$ cat src/rtl/rgb_led_arbiter.sv
// rtl/rgb_led_arbiter.sv - fixed-priority RGB LED arbiter with minimum hold time and per-channel PWM
// Optional feature: define ARB_PREEMPT_EN to let a higher-priority request cut a hold short.
module rgb_led_arbiter #(
    parameter int PWM_BITS       = 8,
    parameter int PRESCALE       = 16,
    parameter int HOLD_CYCLES    = 10000000,
    parameter bit LED_ACTIVE_LOW = 1'b1
) (
    input  logic                    i_clk,
    input  logic                    i_rst,
    input  logic [2:0]              i_req,
    input  logic [3*PWM_BITS-1:0]   i_colour0,
    input  logic [3*PWM_BITS-1:0]   i_colour1,
    input  logic [3*PWM_BITS-1:0]   i_colour2,
    output logic [2:0]              o_gnt,
    output logic                    o_busy,
    output logic                    o_led_r,
    output logic                    o_led_g,
    output logic                    o_led_b
);

    localparam int PS_W   = (PRESCALE > 1) ? $clog2(PRESCALE) : 1;
    localparam int HOLD_W = $clog2(HOLD_CYCLES + 1);
    localparam logic [HOLD_W-1:0] HOLD_INIT = HOLD_W'(HOLD_CYCLES - 1);
    localparam logic [PS_W-1:0]   PS_LAST   = PS_W'(PRESCALE - 1);

    typedef enum logic [1:0] {IDLE, HOLD, OWN} state_t;

    state_t              state, state_n;
    logic [2:0]          gnt, gnt_n;
    logic [HOLD_W-1:0]   hold_cnt, hold_n;
    logic [PS_W-1:0]     presc;
    logic [PWM_BITS-1:0] pwm_cnt;
    logic [PWM_BITS-1:0] duty_r, duty_g, duty_b;
    logic [3*PWM_BITS-1:0] src_colour;
    logic [2:0]          higher;
    logic                presc_wrap;
    logic                period_end;

    function automatic logic [2:0] lowest(input logic [2:0] r);
        return r & (~r + 3'd1);
    endfunction

    // For a one-hot owner, gnt-1 masks exactly the lower (higher-priority) indices.
    assign higher = i_req & (gnt - 3'd1);

    always_ff @(posedge i_clk) begin
        if (i_rst) begin
            state    <= IDLE;
            gnt      <= '0;
            hold_cnt <= '0;
        end else begin
            state    <= state_n;
            gnt      <= gnt_n;
            hold_cnt <= hold_n;
        end
    end

    // The OWN decision is also taken on the last HOLD cycle so the hold lasts exactly HOLD_CYCLES.
    always_comb begin
        state_n = state;
        gnt_n   = gnt;
        hold_n  = hold_cnt;
        case (state)
            IDLE: begin
                if (|i_req) begin
                    gnt_n   = lowest(i_req);
                    hold_n  = HOLD_INIT;
                    state_n = HOLD;
                end
            end
            HOLD, OWN: begin
                if (hold_cnt != '0)
                    hold_n = hold_cnt - 1'b1;
`ifdef ARB_PREEMPT_EN
                if (state == HOLD && |higher) begin
                    gnt_n   = lowest(higher);
                    hold_n  = HOLD_INIT;
                    state_n = HOLD;
                end else
`endif
                if (state == OWN || hold_cnt == '0) begin
                    if ((i_req & gnt) == 3'b000 || |higher) begin
                        if (|i_req) begin
                            gnt_n   = lowest(i_req);
                            hold_n  = HOLD_INIT;
                            state_n = HOLD;
                        end else begin
                            gnt_n   = '0;
                            state_n = IDLE;
                        end
                    end else begin
                        state_n = OWN;
                    end
                end
            end
            default: begin
                gnt_n   = '0;
                state_n = IDLE;
            end
        endcase
    end

    always_comb begin
        case (gnt)
            3'b001:  src_colour = i_colour0;
            3'b010:  src_colour = i_colour1;
            3'b100:  src_colour = i_colour2;
            default: src_colour = '0;
        endcase
    end

    assign presc_wrap = (presc == PS_LAST);
    assign period_end = presc_wrap && (&pwm_cnt);

    always_ff @(posedge i_clk) begin
        if (i_rst) begin
            presc   <= '0;
            pwm_cnt <= '0;
            duty_r  <= '0;
            duty_g  <= '0;
            duty_b  <= '0;
        end else begin
            presc <= presc_wrap ? '0 : presc + 1'b1;
            if (presc_wrap)
                pwm_cnt <= pwm_cnt + 1'b1;
            // Duties only change at the period boundary to keep each PWM period clean.
            if (period_end) begin
                duty_r <= src_colour[3*PWM_BITS-1:2*PWM_BITS];
                duty_g <= src_colour[2*PWM_BITS-1:PWM_BITS];
                duty_b <= src_colour[PWM_BITS-1:0];
            end
        end
    end

    assign o_gnt   = gnt;
    assign o_busy  = |gnt;
    assign o_led_r = (pwm_cnt < duty_r) ^ LED_ACTIVE_LOW;
    assign o_led_g = (pwm_cnt < duty_g) ^ LED_ACTIVE_LOW;
    assign o_led_b = (pwm_cnt < duty_b) ^ LED_ACTIVE_LOW;

endmodule

$ cat config.mk
export PLATFORM = sky130hd
export DESIGN_NAME = rgb_led_arbiter
export DESIGN_NICKNAME = d
export VERILOG_FILES = /design/src/rtl/rgb_led_arbiter.sv
export SDC_FILE = /design/constraint.sdc
export NUM_CORES = 1
export LEC_CHECK = 0
export ABC_AREA = 1
export ABC_CLOCK_PERIOD_IN_PS = 1800
export CAP_MARGIN = 20
export CELL_PAD_IN_SITES_DETAIL_PLACEMENT = 1
export CELL_PAD_IN_SITES_GLOBAL_PLACEMENT = 2
export CORE_MARGIN = 4
export CORE_UTILIZATION = 25
export CTS_CLUSTER_DIAMETER = 60
export DETAILED_ROUTE_END_ITERATION = 6
export PLACE_DENSITY = 0.8
export SYNTH_ARGS = -nofsm -noshare
export SYNTH_HDL_FRONTEND = slang
export SYNTH_SLANG_ARGS = --single-unit
$ cat constraint.sdc
create_clock -name i_clk -period 1.8 [get_ports i_clk]
set_input_delay 0.36 -clock i_clk [delete_from_list [all_inputs] [get_ports i_clk]]
set_output_delay 0.36 -clock i_clk [all_outputs]
set_load 0.01 [all_outputs]
# Word-level counts from Yosys, hierarchy flattened
# Cells that the tools add are included.
# W data, S select, Z words.
totals:
  register_bits: 65
  output_inout_bits: 7
  wordCells: 66
op_classes:
  add_sub_neg: 5
  magnitude_cmp: 3
  n_eq_ne: 9
  muxes: 17
  bitwise: 7
  reduce_logical: 17
op_table:
  columns: ["cell", "count"]
  rows:
  - ["$mux W24", 5]
  - ["$pmux W24 S3", 1]
  - ["$pmux W24 S2", 1]
  - ["$logic_not A24 Y1", 1]
  - ["$lt A8 B8 Y1", 3]
  - ["$reduce_bool A24 Y1", 1]
  - ["$sub A24 B1 Y24 const B", 1]
  - ["$mux W3", 4]
  - ["$and A3 B3 Y3", 3]
  - ["$reduce_or A3 Y1", 3]
  - ["$add A8 B1 Y8 const B", 1]
  - ["$reduce_and A8 Y1", 1]
  - ["$mux W2", 3]
  - ["$ne A2 B2 Y1 const B", 3]
  - ["$pmux W3 S2", 1]
  - ["$add A4 B1 Y4 const B", 1]
  - ["$eq A4 B4 Y1 const B", 1]
  - ["$pmux W2 S2", 1]
  - ["$reduce_and A2 Y1", 2]
  - ["$reduce_or A2 Y1", 2]
  - ["$add A3 B1 Y3 const B", 1]
  - ["$eq A3 B1 Y1 const B", 1]
  - ["$eq A3 B2 Y1 const B", 1]
  - ["$eq A3 B3 Y1 const B", 1]
  - ["12 further kinds", 15]

# Logic depth before layout (Yosys ltp)
logic_depth:
  ltp_word: 7
  mapped_depth: 14
  depth_no_buf: 14

# Worst setup path before layout
# No wires, ideal clock.
synth_timing:
  path_type: "flip-flop to flip-flop"
  startpoint: "reg gnt[0] (netlist: o_gnt[0])"
  endpoint: "reg hold_cnt[17]"
  t_arrival_ns: 1.535
  required_time_ns: 1.685
  setup_slack_ns: 0.150
  path_stages_with_launch: 15
  path_buffers: 0
  synth_period_minus_slack_ns: 1.650
  cell_sequence: "dfxtp_1 > inv_1 > ha_1 > inv_1 > nand2_1 > nand2_1 > inv_1 > nand3_1 > nand2_1 > nand2_1 > nand3_4 > nand2_2 > inv_2 > nand2_1 > nor2_1"
synth_via:
  elab_chain_cells: 7
  word_cells_on_any_way: 9
  cone_classes: "add/sub: 1; mux: 3; bitwise: 2; reduce/logical: 3"
synth_rtl:
  columns: ["element", "line", "text"]
  rows:
  - ["start: declaration", "30", "logic [2:0] gnt, gnt_n;"]
  - ["start signal: assignment", "54", "gnt <= gnt_n;"]
  - ["$sub A3 B1 Y3", "45", "assign higher = i_req & (gnt - 3'd1);"]
  - ["$and A3 B3 Y3", "45", null]
  - ["$reduce_or A3 Y1", "83", "if ((i_req & gnt) == 3'b000 || |higher) begin"]
  - ["$logic_or A1 B1 Y1 (*)", "83", null]
  - ["$mux W24 (*)", "83", null]
  - ["$mux W24 (*)", "82", "if (state == OWN || hold_cnt == '0) begin"]
  - ["$pmux W24 S2 (*)", "64", "case (state)"]
  - ["end signal: assignment", "55", "hold_cnt <= hold_n;"]
  - ["end: declaration", "31", "logic [HOLD_W-1:0] hold_cnt, hold_n;"]
# Mark *: on every way between the ends. The rest lies on a longest branch, timed or not.
# A chain may end at the register's enable or synchronous reset.

# Worst setup path in the final report
layout_timing:
  startpoint: "reg duty_b[1]"
  endpoint: "out o_led_b"
layout_via:
  elab_chain_cells: 2
layout_rtl:
  columns: ["element", "line", "text"]
  rows:
  - ["start: declaration", "34", "logic [PWM_BITS-1:0] duty_r, duty_g, duty_b;"]
  - ["start signal: assignment", "131", "duty_b <= src_colour[PWM_BITS-1:0];"]
  - ["$lt A8 B8 Y1", "140", "assign o_led_b = (pwm_cnt < duty_b) ^ LED_ACTIVE_LOW;"]
  - ["$not A1 Y1 (no line)", null, null]
  - ["end: declaration", "19", "output logic o_led_b"]
# No other way between the ends.

==> flow_metrics.py <==
metrics = {
    "cells_and_area": {
        "layout.nets": 909,
        "n_antenna_cell": 0,
        "mostFrequentLayoutCell": "nand2_1",
        "layout_common_cells": "nand2_1 (181), inv_1 (80), nand3_1 (79)",
        "postLayoutCellArea_um2": 6200,
        "postLayoutCoreUtil_pct": 36.0,
        "area_growth_pct": 41.9,
        "layout-drive-gt1-share_pct": 16.8,
    },
    "pwr": {
        "vdd_drop_max_mv": 0.773,
        "swShare_pct": 42.0,
        "switchingPower_uw": 2870,
        "combPwrFrac_pct": 47.9,
        "internal_power_uw": 3960,
        "seqPwrFrac_pct": 26.2,
        "power_frac_clock_pct": 25.9,
        "p_leak_uw": 0.00255,
        "powerDensity_nw_per_um2": 1100,
    },
    "logic_synthesis": {
        "synthesis.nets": 788,
        "syn_area_um2": 4370,
        "ys_ff_latch": 65,
        "ys_async_sr_fraction_pct": 0,
        "ys_seq_area_share_pct": 29.8,
        "synth_cell_types": 30,
        "synth_edf_count": 0,
        "syn_inst": 679,
        "syn-mean-instance-area_um2": 6.44,
        "synth_ff_type": "dfxtp_1",
        "ys_warn_count": 0,
    },
    "die": {
        "core_area_um2": 17200,
        "io_pins": 84,
        "rows": 48,
        "die_w_um": 140,
        "start_util_pct": 25.4,
        "die_h_um": 140,
        "dieArea_um2": 19700,
    },
    "outcome": {
        "violations": "setup timing",
        "status": "complete, but fails checks",
    },
    "grt": {
        "grt_pass1_wl_mm": 24.5,
        "track_usage_pct": 15.3,
        "grt.overflow.total": 0,
        "grt_pass1_vias": 4955,
        "grt_antenna_before_repair": 0,
        "grt_start_max_net_pins": 48,
    },
    "clock_tree": {
        "h-tree-depth": 3,
        "cts_tree": "built",
        "cts_root_buf": "clkbuf_16",
        "clkLatencyLatePin_ns": 0.34,
        "numCtsBuffers": 9,
        "path_clk_slew_ns": 0.06,
        "clockBufferDepth": 2,
        "cts.sinks": 65,
    },
    "sta": {
        "fin_crit_sh_pct": 112,
        "hold_viol": 0,
        "holdWs_ns": 0.452,
        "fin_worst_skew_ns": 0.00970,
        "setup_viol": 3,
        "max_freq_ghz": 0.497,
        "grt_setup_unrepaired": "yes",
        "setup_tns_ns": -0.595,
        "slew_viol_final": 0,
        "slew_headroom_pct": 57.7,
        "finalCriticalPeriod_ns": 2.01,
        "worst_slack_ns": -0.214,
        "worstMarginPinSlew_ns": 0.634,
    },
    "place": {
        "place_area_um2": 5650,
        "portBuffers": 83,
        "gp_congestion": 0.790,
        "dp_hpwl_mm": 11.5,
    },
    "detailed_routing": {
        "ant_nets": 0,
        "avgViaCountPerCell": 4.66,
        "first_pass_iters": 4,
        "drtIter0Drc": 159,
        "vias": 4795,
        "drc": 0,
        "drt_wl_total_mm": 15.1,
        "avgRoutedWirePerCell_um": 14.6,
    },
    "critical_path": {
        "rr_worst_depth": 10,
        "start_kind": "flip-flop",
        "worstSetupEndpoint": "o_led_b",
        "rrSetupSlack_ns": 0.10,
        "crit_fanout": 2,
        "required_ns": 1.44,
        "r2r-start": "hold_cnt[6]",
        "critical_path_class": "flip-flop to output pin",
        "worstPathArrival_ns": 1.65,
        "end_kind": "output pin",
        "timing.rr.end": "o_gnt[2]",
        "crit_path_start": "duty_b[1]",
    },
    "run": {
        "max-cap-violations": 0,
    },
    "worst_hold_path": {
        "hp-class": "flip-flop to flip-flop",
    },
}
==> per-layer routing <==
layer	global-route usage, %	share of wire (%)	vias to the layer above
met5	0	0	-
met4	3.98	1.5	0
met3	3.69	2.2	16
met2	26.7	51	32
met1	18.8	45	2309
li1	-	-	2438
==> area by class of cell <==
| type | count | area [um^2] |
|---|---|---|
| tap | 225 | 282 |
| clock buffer | 9 | 225 |
| timing repair inverter | 3 | 22.5 |
| clock inverter | 7 | 71.3 |
| fill | 2170 | 11000 |
| sequential | 65 | 1310 |
| multi-input combinational | 501 | 2720 |
| timing repair buffer | 130 | 1220 |
| inverter | 90 | 350 |
==> worst min path at each step <==
stage	slack, ns	depth (start not counted)	end	from
after global routing	0.49	2	duty_b[3]	duty_b[3]
after CTS	0.40	4	pwm_cnt[0]	i_rst
final	0.45	1	presc[0]	presc[0]
after global placement	0.43	1	presc[0]	presc[0]
after floorplan	0.42	1	presc[0]	presc[0]
after detailed placement	0.44	1	presc[0]	presc[0]
==> cell usage after synthesis (8+ instances only) <==
master	count	area, um^2
a21oi_1	54	270
a21oi_2	8	70.1
clkbuf_1	12	45.0
dfxtp_1	65	1300
ha_1	32	400
inv_1	85	319
nand2_1	187	702
nand3_1	80	400
nand4_1	17	106
nor2_1	67	251
nor2_2	8	50.1
o21ai_0	9	45.0
==> cells by family after synthesis <==
logic type / Yosys count / synth area share (%)
AND/OR/NAND/NOR: 379 / 38.2
buffers and inverters: 113 / 10.4
AO/OA/AOI/OAI: 85 / 11.5
flip-flops: 65 / 29.8
adder cells (fa/ha/maj): 32 / 9.16
XOR/XNOR: 5 / 1.00
==> timing repair <==
item                                    CTS  global route
cloned                                    0             3
pin swaps                                 2            10
hold endpoints to repair                  0             0
endpoints found under the setup margin    4            54
buffers inserted                          0            10
resized for setup                        19            41
hold buffers                              0             0
==> worst max-delay path, cell delays in order, from the launching register on <==
cell      delay (ns)
dfxtp_2         0.33
inv_1           0.04
ha_1            0.26
a21boi_1        0.13
o211ai_1        0.17
nand2_1         0.08
nand4_1         0.07
o211ai_1        0.08
buf_2           0.16
==> sequential cells by signal, summed over array words and instances, names as in the netlist <==
signal	cells
presc	4
duty_g	8
pwm_cnt	8
o_gnt	3
duty_r	8
hold_cnt	24
duty_b	8
state	2
==> power by group through the flow <==
stage / sequential [uW] / clock, uW / combinational [uW]
after global routing: 1820 / 1890 / 3690
final: 1790 / 1770 / 3270
after detailed placement: 1810 / 0 / 2910
after global placement: 1800 / 0 / 2830
after CTS: 1780 / 1830 / 2920
after floorplan: 1790 / 0 / 1940
==> per-stage QoR <==
stage	power (uW)	instances	setup slack, ns
finish	6830	1030	-0.214
CTS	6530	1017	-0.232
floorplan	3730	679	0.150
global route	7400	1030	-0.314
detailed placement	4720	1001	-0.297
global placement	4630	1001	-0.294
Note: power is estimated with default switching activity, not from simulation.
